--- config.mk ---
export PLATFORM = sky130hd
export DESIGN_NAME = pc_sequencer
export DESIGN_NICKNAME = d
export VERILOG_FILES = /design/src/rtl/pc_pkg.sv /design/src/rtl/pc_ras.sv /design/src/rtl/pc_sequencer.sv
export SDC_FILE = /design/constraint.sdc
export NUM_CORES = 1
export LEC_CHECK = 0
export CAP_MARGIN = 20
export CORE_AREA = 2 2 88 90
export DETAILED_ROUTE_END_ITERATION = 8
export DIE_AREA = 0 0 90 92
export HOLD_SLACK_MARGIN = 0.02
export PLACE_DENSITY = 0.85
export SETUP_SLACK_MARGIN = 0.4
export SYNTH_ARGS = -nofsm -noshare
export SYNTH_HDL_FRONTEND = slang
export SYNTH_HIERARCHICAL = 1
export SYNTH_SLANG_ARGS = --single-unit
--- constraint.sdc ---
create_clock -name clk -period 8.65 [get_ports clk]
set_input_delay 0.865 -clock clk [delete_from_list [all_inputs] [get_ports clk]]
set_output_delay 0.865 -clock clk [all_outputs]
set_load 0.05 [all_outputs]
--- src/rtl/pc_pkg.sv ---
// Shared definitions for the next-PC sequencer: FSM state codes, default
// reset/trap vectors and the next-PC source select encoding.
// Latency: n/a (package). Backpressure: n/a.
package pc_pkg;

  // Encodings are visible on the state port: BOOT=0, RUN=1, HALT=2.
  typedef enum logic [1:0] {
    ST_BOOT = 2'd0,
    ST_RUN  = 2'd1,
    ST_HALT = 2'd2
  } pc_state_e;

  localparam logic [31:0] PC_RESET_DEFAULT = 32'h0000_0000;
  localparam logic [31:0] PC_TRAP_DEFAULT  = 32'h0000_0010;

  // Source of the next fetch address.
  typedef enum logic [2:0] {
    SEL_TRAP   = 3'd0,
    SEL_HOLD   = 3'd1,
    SEL_JUMP   = 3'd2,
    SEL_RET    = 3'd3,
    SEL_BRANCH = 3'd4,
    SEL_INC    = 3'd5
  } pc_sel_e;

endpackage

--- src/rtl/pc_ras.sv ---
// Circular return-address stack; a push onto a full stack overwrites the oldest entry.
// Latency: push/pop take effect at the next clock edge; top is combinational from state.
// Backpressure: none; the caller must not pop when empty (pop is ignored if it does).
//
// Ports: clk, rst_n (sync, active low), push + push_data, pop,
//        top (most recent entry), full, empty.
module pc_ras
  #(
    parameter int W     = 32,
    parameter int DEPTH = 4
  )
  (
    input  logic         clk,
    input  logic         rst_n,
    input  logic         push,
    input  logic [W-1:0] push_data,
    input  logic         pop,
    output logic [W-1:0] top,
    output logic         full,
    output logic         empty
  );

  localparam int PW = $clog2(DEPTH);

  logic [W-1:0]  mem [DEPTH];
  logic [PW-1:0] ptr_q;   // next slot to write; ptr_q-1 is the top entry
  logic [PW:0]   cnt_q;   // live entries, saturates at DEPTH

  assign top   = mem[ptr_q - PW'(1)];
  assign full  = (cnt_q == (PW+1)'(DEPTH));
  assign empty = (cnt_q == '0);

  // Storage is not reset: an entry is only ever read after it was written.
  always_ff @(posedge clk) begin
    if (push) begin
      mem[ptr_q] <= push_data;
    end
  end

  always_ff @(posedge clk) begin
    if (!rst_n) begin
      ptr_q <= '0;
      cnt_q <= '0;
    end else if (push) begin
      // When full, ptr_q already points at the oldest entry, so the write
      // overwrites it and the count stays saturated.
      ptr_q <= ptr_q + PW'(1);
      if (!full) begin
        cnt_q <= cnt_q + (PW+1)'(1);
      end
    end else if (pop && !empty) begin
      ptr_q <= ptr_q - PW'(1);
      cnt_q <= cnt_q - (PW+1)'(1);
    end
  end

endmodule

--- src/rtl/pc_sequencer.sv ---
// Next-PC controller: BOOT/RUN/HALT FSM, next-PC mux and the registered fetch address.
// Latency: one cycle from a request sampled at an edge to the new pc after that edge.
// Backpressure: stall holds pc; halt/resume is the only handshake, no other flow control.
//
// Ports: clk, rst_n (sync, active low); requests stall, branch_taken/branch_off,
//        jump/jump_target, call, ret, trap, halt, resume; outputs pc, pc_valid,
//        state (BOOT=0 RUN=1 HALT=2), ras_overflow, ras_underflow (1-cycle pulses).
// Build option: define PC_RETURN_STACK_EN to instantiate the return stack; without
// it call acts as jump, ret as a sequential step, and the RAS flags are tied to 0.
module pc_sequencer
  import pc_pkg::*;
  #(
    parameter int              PC_W      = 32,
    parameter logic [PC_W-1:0] RESET_PC  = PC_W'(PC_RESET_DEFAULT),
    parameter logic [PC_W-1:0] TRAP_PC   = PC_W'(PC_TRAP_DEFAULT),
    parameter int              RAS_DEPTH = 4
  )
  (
    input  logic            clk,
    input  logic            rst_n,
    input  logic            stall,
    input  logic            branch_taken,
    input  logic [PC_W-1:0] branch_off,
    input  logic            jump,
    input  logic [PC_W-1:0] jump_target,
    input  logic            call,
    input  logic            ret,
    input  logic            trap,
    input  logic            halt,
    input  logic            resume,
    output logic [PC_W-1:0] pc,
    output logic            pc_valid,
    output logic [1:0]      state,
    output logic            ras_overflow,
    output logic            ras_underflow
  );

  if (RAS_DEPTH < 2 || (RAS_DEPTH & (RAS_DEPTH - 1)) != 0) begin : g_bad_depth
    $error("pc_sequencer: RAS_DEPTH must be a power of two >= 2");
  end

  pc_state_e       state_q, state_d;
  pc_sel_e         sel;
  logic [PC_W-1:0] pc_q, pc_d;
  logic            pc_valid_q;
  logic            boot_armed_q;  // set once one post-reset edge has been spent in BOOT

`ifdef PC_RETURN_STACK_EN
  logic            push, pop;
  logic            ras_full, ras_empty;
  logic [PC_W-1:0] ras_top;
  logic            ovf_q, unf_q;

  pc_ras #(.W(PC_W), .DEPTH(RAS_DEPTH)) u_ras (
    .clk       (clk),
    .rst_n     (rst_n),
    .push      (push),
    .push_data (pc_q + PC_W'(1)),
    .pop       (pop),
    .top       (ras_top),
    .full      (ras_full),
    .empty     (ras_empty)
  );

  assign ras_overflow  = ovf_q;
  assign ras_underflow = unf_q;
`else
  assign ras_overflow  = 1'b0;
  assign ras_underflow = 1'b0;
`endif

  always_comb begin
    state_d = state_q;
    sel     = SEL_HOLD;
`ifdef PC_RETURN_STACK_EN
    push    = 1'b0;
    pop     = 1'b0;
`endif
    case (state_q)
      ST_BOOT: begin
        if (boot_armed_q) begin
          state_d = ST_RUN;
        end
      end
      ST_RUN: begin
        if (trap) begin
          sel = SEL_TRAP;
        end else if (halt) begin
          state_d = ST_HALT;
        end else if (stall) begin
          sel = SEL_HOLD;
        end else if (jump || call) begin
          sel  = SEL_JUMP;
`ifdef PC_RETURN_STACK_EN
          push = call;  // a simultaneous ret is dropped
`endif
        end else if (ret) begin
`ifdef PC_RETURN_STACK_EN
          pop = 1'b1;
          sel = ras_empty ? SEL_INC : SEL_RET;
`else
          sel = SEL_INC;
`endif
        end else if (branch_taken) begin
          sel = SEL_BRANCH;
        end else begin
          sel = SEL_INC;
        end
      end
      ST_HALT: begin
        if (trap) begin
          sel     = SEL_TRAP;
          state_d = ST_RUN;
        end else if (resume) begin
          state_d = ST_RUN;
        end
      end
      default: state_d = ST_BOOT;
    endcase
  end

  // All sums wrap modulo 2^PC_W.
  always_comb begin
    pc_d = pc_q;
    case (sel)
      SEL_TRAP:   pc_d = TRAP_PC;
      SEL_JUMP:   pc_d = jump_target;
`ifdef PC_RETURN_STACK_EN
      SEL_RET:    pc_d = ras_top;
`endif
      SEL_BRANCH: pc_d = pc_q + branch_off;
      SEL_INC:    pc_d = pc_q + PC_W'(1);
      default:    pc_d = pc_q;
    endcase
  end

  always_ff @(posedge clk) begin
    if (!rst_n) begin
      state_q      <= ST_BOOT;
      boot_armed_q <= 1'b0;
      pc_q         <= RESET_PC;
      pc_valid_q   <= 1'b0;
`ifdef PC_RETURN_STACK_EN
      ovf_q        <= 1'b0;
      unf_q        <= 1'b0;
`endif
    end else begin
      state_q      <= state_d;
      boot_armed_q <= 1'b1;
      pc_q         <= pc_d;
      pc_valid_q   <= (state_d == ST_RUN);
`ifdef PC_RETURN_STACK_EN
      ovf_q        <= push && ras_full;
      unf_q        <= pop && ras_empty;
`endif
    end
  end

  assign pc       = pc_q;
  assign pc_valid = pc_valid_q;
  assign state    = state_q;

endmodule

==> Flow_metrics.wiki, run 1 <==
{| class="wikitable"
! Metric !! Value
|-
| Leakage power summed over all cells || between 1.5 and 2 nW
|-
| Number of buffer and inverter instances along the worst setup path || 3
|-
| Initial core utilization || 0.4985
|-
| Dominant combinational cell family by area after synthesis || compound AO/OA/AOI/OAI gates
|-
| Maximum buffer depth of the clock tree || 2
|-
| Biggest fanout along the worst timing path || 30
|-
| Gp weighted congestion || 0.9354
|-
| Vias in the first global route || 3990
|-
| Number of detailed-routing iterations run before antenna repair || 5
|-
| Number of violations of the max-capacitance limit || 0
|-
| # setup viols final || 0
|-
| Number of filler cells placed in the layout || 660
|-
| Hold path start || pc[4]
|-
| Simple-gate portion of the synthesized area || 0.2336
|-
| Buffers on Ports || between 100 and 150
|-
| TritonCTS clock tree || yes
|-
| Horizontal die dimension || roughly 90 um
|-
| Total of cells resized after clock tree synthesis || 0
|-
| Outcome || completed
|-
| Clock edge transition at the registers on the reported setup and hold paths || 0.08 ns
|-
| Multi-input logic area || 2815 um^2
|-
| CP Capture Type || flop
|-
| Pwr/cell area || roughly 91 nW/um^2
|-
| Via-per-instance ratio || 6.028
|-
| Clock root buffer || clkbuf_8
|-
| Synth Register Bits || 36
|-
| Number of different library cells in the post-synthesis netlist || 61
|-
| Die Footprint || 8280 um^2
|-
| Number of standard cells after synthesis || approximately 490
|-
| Register-to-register setup slack || 4.28 ns
|-
| Total wirelength of the detailed-routed design || ~11000 um
|-
| FF-to-FF End || pc[20]
|-
| Post-layout instance area || 4956 um^2
|-
| Sequential Area || about 720 um^2
|-
| Final Slew Violations || 0
|-
| CP Launch Type || input pin
|-
| Die boundary height || just over 90 um
|-
| Diode count || 0
|-
| Overall via count from detail_route || 4105
|-
| Number of buffers created by CTS || 5
|-
| Clock latency at the later pin of the worst-skew pair || 0.29 ns
|-
| Post-synthesis area per instance || roughly 7.6 um^2
|-
| Fraction of synthesized area in multiplexers || 0
|-
| Total overflow reported by the global router || 0
|-
| Peak supply drop || 51.79 uV
|-
| Number of hold violations in the final report || 0
|-
| Share of the yosys chip area belonging to registers || 0.1941
|-
| Share of the cycle needed by the critical path after routing || 0.5375
|-
| Pin slew with the least headroom to its limit || 0.8171 ns
|-
| Number of cells after detailed placement || 672
|-
| Synth-to-Final Area Change || 33.50%
|-
| Critical-path top delay cell || o21ai_0
|-
| Final net count || 688
|-
| Hold EP || pc[4]
|-
| Clock Skews || 0.004164 ns
|-
| ANT nets after route || 0
|-
| Clock sink count || 36
|-
| Worst-path cell chain || clkdlybuf4s50_1, nor2b_1, nand4_1, nor2_2, buf_4, or2_2, ha_1, inv_1, fa_1, nand2b_1, nand2_1, a221oi_1, o21ai_0, a21boi_0, xnor2_1, o21ai_0
|-
| Reg-to-reg critical path startpoint || state[1]
|-
| Synthesized-area fraction occupied by xor and xnor cells || 0.05662
|-
| Hold WC Path Type || flop to flop
|-
| Setup repair after global routing missed its margin || false
|-
| Hold path cells || 2
|-
| Number of buffers inserted to repair setup after CTS || 0
|-
| Dpl cell area || approximately 4800 um^2
|-
| Worst setup path class || input pin to flop
|-
| DP HPWL || 8409 um
|-
| Routed length per instance || around 17 um
|-
| Initial drt markers || 268
|-
| Relative slew margins || 0.4495
|-
| Final Util || 0.6655
|-
| Total number of H-tree levels || 2
|-
| Fraction of the mapped netlist area in adder cells || 0.1234
|-
| Count of non-filler cells in the finished layout || 681
|-
| Slowest Stage Delay on Critical Path || 0.68 ns
|-
| DRC errors left || 0
|-
| Compound-gate portion of the synthesized area || 0.3407
|-
| Number of cells on the worst reg-to-reg path || 17
|-
| # hold bufs at CTS || 0
|-
| Primary flip-flop cell chosen by synthesis mapping || dfxtp_1
|-
| Global-route wire length before repair || between 15000 and 20000 um
|-
| Row count || 32
|-
| Max Clk Rate || 0.2151 GHz
|-
| Fraction of final layout cells sized beyond drive strength 1 || 0.03972
|-
| Number of top-level pins || 111
|-
| Standard cell core area || about 7400 um^2
|-
| Kind of cell with the highest combined delay on the critical path || simple AND/OR/NAND/NOR gates
|-
| Number of antenna violations at the first check in global routing || 0
|-
| Required time of the critical path || 8.80 ns
|-
| Cell type with the highest occurrence count on the critical path || o21ai_0
|-
| Mapped Area || roughly 3700 um^2
|-
| Global routing usage summed across all routing layers || 0.2717
|-
| Setup TNS Final || 0 ns
|-
| Critical path data arrival time || 4.80 ns
|-
| Share of async-settable or async-resettable flops after synthesis || 0
|-
| Warnings, synthesis || 6
|-
| Number of enable flip-flop cells after synthesis || 0
|-
| Pin count of the biggest net entering global routing || 38
|-
| Final worst path period need || 4.649 ns
|}
## Yosys cell counts, drive strengths merged, types with 2 or more instances
| cell | n | area, um^2 |
|---|---|---|
| xnor2 | 11 | 96.34 |
| clkbuf | 24 | 90.09 |
| a22o | 21 | 183.9 |
| nand4 | 6 | 37.54 |
| a211oi | 3 | 35.03 |
| o2111ai | 2 | 17.52 |
| or4 | 2 | 15.01 |
| or3 | 3 | 18.77 |
| nor3 | 9 | 45.04 |
| nand3 | 15 | 75.07 |
| o21bai | 8 | 60.06 |
| nand2 | 42 | 157.7 |
| a222oi | 9 | 90.09 |
| a41oi | 2 | 17.52 |
| a32o | 2 | 20.02 |
| nand2b | 7 | 43.79 |
| o31ai | 4 | 48.79 |
| buf | 6 | 33.77 |
| and3 | 2 | 12.51 |
| a21o | 11 | 82.58 |
| a21oi | 40 | 200.2 |
| o21a | 5 | 37.54 |
| a211o | 2 | 17.52 |
| a31oi | 5 | 46.29 |
| and2 | 3 | 18.77 |
| or2 | 2 | 12.51 |
| xor2 | 13 | 113.9 |
| inv | 17 | 63.81 |
| and4 | 2 | 17.52 |
| a221oi | 7 | 61.31 |
| nor2 | 23 | 86.33 |
| o311ai | 3 | 26.28 |
| o211ai | 3 | 22.52 |
| o221ai | 3 | 26.28 |
| dfxtp | 36 | 720.7 |
| o21ai | 37 | 192.7 |
| nor2b | 47 | 294.0 |
| ha | 35 | 437.9 |
## kinds of logic after synthesis
family / count (synthesis)
buffers and inverters: 47
AND/OR/NAND/NOR: 167
adder cells (fa/ha/maj): 36
XOR/XNOR: 24
other: 1
AO/OA/AOI/OAI: 176
flip-flops: 36
## routing by layer
metal	up-vias	track usage	share of wire
li1	1983	-	-
met1	1938	0.3627	0.44
met2	173	0.4706	0.48
met3	11	0.03615	0.065
met4	0	0.05513	0.010
met5	-	0	0
## state kept, by name, summed over array words and instances, names as in the netlist
register / flops
pc_valid: 1
state: 2
boot_armed_q: 1
pc: 32
## metrics by stage
step	setup slack (ns)	total power [mW]	hold WS (ns)
2_1_floorplan	4.546	0.2597	0.5371
4_1_cts	4.045	0.4485	0.5497
6_report	4.001	0.4508	0.5534
3_5_place_dp	3.780	0.3165	0.5329
5_1_grt	3.690	0.4723	0.5938
3_3_place_gp	3.863	0.3127	0.5257
## cell type report
class,count,share of cell area
timing repair buffer,113,0.2297
multi-input combinational,405,0.5680
sequential,36,0.1454
inverter,17,0.01288
tap,102,0.02575
clock buffer,8,0.01818
## worst min-delay path, stage by stage (launching register included)
cell and delay, ns:
dfxtp_1 0.34, a21oi_1 0.13, nor2b_1 0.05
## how the worst max path moves through the flow
stage,from,end,slack [ns],depth (start not counted)
after floorplan,state[0],pc[30],4.55,16
after global placement,trap,pc[20],3.86,16
after detailed placement,trap,pc[16],3.78,16
after CTS,trap,pc[20],4.05,16
after global routing,trap,pc[30],3.69,16
final,trap,pc[20],4.00,16
## power breakdown
part | total (mW) | switching, mW | leakage (nW) | internal [mW]
logic | 0.147 | 0.0764 | 1.63 | 0.0703
registers | 0.173 | 0.00317 | 0.291 | 0.169
clock network | 0.131 | 0.0662 | 0.0455 | 0.0652
## cell usage in the layout, fill, tap and decap left out, types with 5 or more instances in the layout
| master | Yosys | routed |
|---|---|---|
| a221oi_1 | 7 | 7 |
| o21ai_0 | 35 | 35 |
| xnor2_1 | 11 | 11 |
| nor3_1 | 9 | 8 |
| nor2b_1 | 47 | 47 |
| xor2_1 | 13 | 13 |
| o21a_1 | 5 | 5 |
| nand4_1 | 6 | 6 |
| a222oi_1 | 9 | 9 |
| inv_1 | 17 | 17 |
| ha_1 | 35 | 35 |
| clkdlybuf4s50_1 | 0 | 108 |
| nand2b_1 | 7 | 7 |
| a21oi_1 | 40 | 40 |
| nand2_1 | 42 | 42 |
| a21o_1 | 11 | 11 |
| clkbuf_8 | 0 | 6 |
| a22o_1 | 21 | 21 |
| nand3_1 | 15 | 15 |
| nor2_1 | 23 | 22 |
| dfxtp_1 | 36 | 36 |
| o21bai_1 | 8 | 8 |
Note: power is estimated with default switching activity, not from simulation.
==> run 2: changes to the inputs <==
--- a/config.mk
+++ b/config.mk
@@ -6,11 +6,11 @@
 export NUM_CORES = 1
 export LEC_CHECK = 0
 export CAP_MARGIN = 20
-export CORE_AREA = 2 2 88 90
+export CORE_AREA = 2 2 91 93
 export DETAILED_ROUTE_END_ITERATION = 8
-export DIE_AREA = 0 0 90 92
+export DIE_AREA = 0 0 93 95
 export HOLD_SLACK_MARGIN = 0.02
-export PLACE_DENSITY = 0.85
+export PLACE_DENSITY = 0.8
 export SETUP_SLACK_MARGIN = 0.4
 export SYNTH_ARGS = -nofsm -noshare
 export SYNTH_HDL_FRONTEND = slang
==> constraint.sdc (replaced) <==
create_clock -name clk -period 4.75 [get_ports clk]
set_input_delay 0.475 -clock clk [delete_from_list [all_inputs] [get_ports clk]]
set_output_delay 0.475 -clock clk [all_outputs]
set_load 0.05 [all_outputs]
==> Flow_metrics.wiki, run 2 (same netlist as run 1, synthesis figures left out) <==
{| class="wikitable"
! Metric !! Value
|-
| Outcome || completed
|-
| Horizontal die dimension || 93 um (+3.3%)
|-
| CP Launch Type || input pin
|-
| Final Slew Violations || 0 (unchanged)
|-
| Leakage power summed over all cells || 1.958 nW (-0.26%)
|-
| Peak supply drop || 77.26 uV (+49%)
|-
| DRC errors left || 0 (unchanged)
|-
| Critical-path top delay cell || clkdlybuf4s50_1
|-
| Max Clk Rate || ~0.25 GHz
|-
| Number of violations of the max-capacitance limit || 0 (unchanged)
|-
| Sequential Area || 720.7 um^2 (unchanged)
|-
| Critical path data arrival time || 4.19 ns (-0.61 ns)
|-
| Tightest hold margin || 0.5737 ns (+0.02030 ns)
|-
| Number of cells after detailed placement || 676 (+0.60%)
|-
| # setup viols final || 0 (unchanged)
|-
| Hold path start || pc[4]
|-
| Diode count || 0 (unchanged)
|-
| Global routing usage summed across all routing layers || 0.2483 (-0.02339)
|-
| Required time of the critical path || 4.92 ns (-3.88 ns)
|-
| Most common cell after layout, fill and taps aside || clkdlybuf4s50_1
|-
| Total number of H-tree levels || 2 (unchanged)
|-
| Number of buffers created by CTS || 5 (unchanged)
|-
| CP Capture Type || flop
|-
| Final worst path period need || about 4.0 ns
|-
| Multi-input logic area || 2818 um^2 (about the same)
|-
| Fraction of final layout cells sized beyond drive strength 1 || 0.04318 (+0.003454)
|-
| ANT nets after route || 0 (unchanged)
|-
| Die Footprint || 8835 um^2 (+6.7%)
|-
| Setup TNS Final || 0 ns (unchanged)
|-
| Post-layout instance area || 4945 um^2 (-0.23%)
|-
| Pwr/cell area || 160.5 nW/um^2 (+77%)
|-
| Clock sink count || 36 (unchanged)
|-
| Slowest Stage Delay on Critical Path || 0.47 ns (-0.21 ns)
|-
| Vias in the first global route || 3812 (-4.5%)
|-
| Clock latency at the later pin of the worst-skew pair || 0.29 ns (about the same)
|-
| Pin slew with the least headroom to its limit || 0.7072 ns (-0.1099 ns)
|-
| Initial drt markers || 191 (-29%)
|-
| Number of hold violations in the final report || 0 (unchanged)
|-
| Total overflow reported by the global router || 0 (unchanged)
|-
| Row count || 33 (+3.1%)
|-
| Relative slew margins || 0.5274 (+0.07790)
|-
| Initial core utilization || 0.4683 (-0.03021)
|-
| Clock Skews || 0.006050 ns (+0.001886 ns)
|-
| Reg-to-reg critical path startpoint || state[1]
|-
| Hold WC Path Type || flop to flop
|-
| DP HPWL || 8407 um (about the same)
|-
| Clock edge transition at the registers on the reported setup and hold paths || 0.07 ns (about the same)
|-
| Hold path cells || 2 (unchanged)
|-
| Setup repair after global routing missed its margin || false
|-
| Number of detailed-routing iterations run before antenna repair || 7 (+2)
|-
| Standard cell core area || 7928 um^2 (+6.5%)
|-
| Gp weighted congestion || 0.9324 (-0.32%)
|-
| # hold bufs at CTS || 0 (unchanged)
|-
| Number of cells on the worst reg-to-reg path || 14 (-3)
|-
| FF-to-FF End || pc[29]
|-
| Pin count of the biggest net entering global routing || 38 (unchanged)
|-
| Synth-to-Final Area Change || 33.20%
|-
| Die boundary height || 95 um (+3.3%)
|-
| Dpl cell area || 4850 um^2 (+0.23%)
|-
| Number of top-level pins || 111 (unchanged)
|-
| Global-route wire length before repair || 18070 um (-4.7%)
|-
| Hold EP || pc[4]
|-
| Via-per-instance ratio || 5.947 (-1.3%)
|-
| TritonCTS clock tree || yes
|-
| Number of filler cells placed in the layout || 740 (+12%)
|-
| Share of the cycle needed by the critical path after routing || 0.8451
|-
| Routed length per instance || 16.21 um (-2.3%)
|-
| Worst-path cell chain || clkdlybuf4s50_1, nor2_1, nand4_1, o21ai_0, inv_1, ha_1, a211o_1, a211oi_4, o31ai_2, o31ai_4, o21ai_2, a22o_1, or3_1
|-
| Number of antenna violations at the first check in global routing || 0 (unchanged)
|-
| Largest register FFs || 32 (unchanged)
|-
| Count of non-filler cells in the finished layout || 684 (+0.44%)
|-
| Overall via count from detail_route || 4068 (-0.90%)
|-
| Register-to-register setup slack || 0.74 ns (-3.54 ns)
|-
| Worst setup path class || input pin to flop
|-
| Biggest fanout along the worst timing path || 6 (-80%)
|-
| Total wirelength of the detailed-routed design || 11090 um (-1.9%)
|-
| Buffers on Ports || 108 (unchanged)
|-
| Clock root buffer || clkbuf_8
|-
| Final net count || 689 (+0.15%)
|-
| Leading cell types in the layout, fill and taps excluded || clkdlybuf4s50_1, nor2b_1, nand2_1, a21oi_1, dfxtp_1
|-
| Maximum buffer depth of the clock tree || 2 (unchanged)
|}
## run 2: worst max path at each step
stage / start / endpoint / slack (ns) / cells past startpoint
after floorplan: state[0] / pc[30] / 0.65 / 16
after global placement: trap / pc[29] / 0.58 / 13
after detailed placement: trap / pc[29] / 0.46 / 13
after CTS: state[1] / pc[16] / 0.61 / 15
after global routing: state[1] / pc[30] / 0.41 / 16
final: call / pc[29] / 0.74 / 13
## run 2: power by group
group	switching [mW]	internal, mW	total, mW	leakage (nW)
Combinational	0.137	0.125	0.261	1.63
Sequential	0.00569	0.309	0.314	0.291
Clock	0.118	0.100	0.218	0.0410
Total	0.261	0.533	0.794	1.96
## run 2: what timing repair did
action	CTS	global route
setup buffers	0	0
setup endpoints to repair	0	6
resized for setup	0	2
## run 2: worst max-delay path, delay by kind of cell
family	cells	cell delay, ns
AO/OA/AOI/OAI	7	1.94
AND/OR/NAND/NOR	3	0.89
buffers and inverters	2	0.56
adder cells (fa/ha/maj)	1	0.31
## run 2: final cells by class
type	instances	area share
Tap cell	105	0.02657
Clock inverter	1	0.001012
Inverter	17	0.01290
Timing Repair Buffer	114	0.2293
Clock buffer	6	0.01468
Sequential cell	36	0.1457
Multi-Input combinational cell	405	0.5698
## run 2: metrics by stage
stage                     setup slack [ns]  power (mW)    util
after floorplan                     0.6463      0.4729       -
after global placement              0.5780      0.5715  0.6117
after detailed placement            0.4567      0.5752  0.6117
after CTS                           0.6087      0.7921  0.6215
after global routing                0.4061      0.8311  0.6237
final                               0.7357      0.7939  0.6237
## run 2: layer usage
layer	vias up	wire length, um	track usage	share of wire
met1	1906	5056	0.3314	0.46
met3	10	653	0.03671	0.059
met5	-	0	0	0
li1	1995	-	-	-
met4	0	93	0.04779	0.0084
met2	157	5285	0.4287	0.48
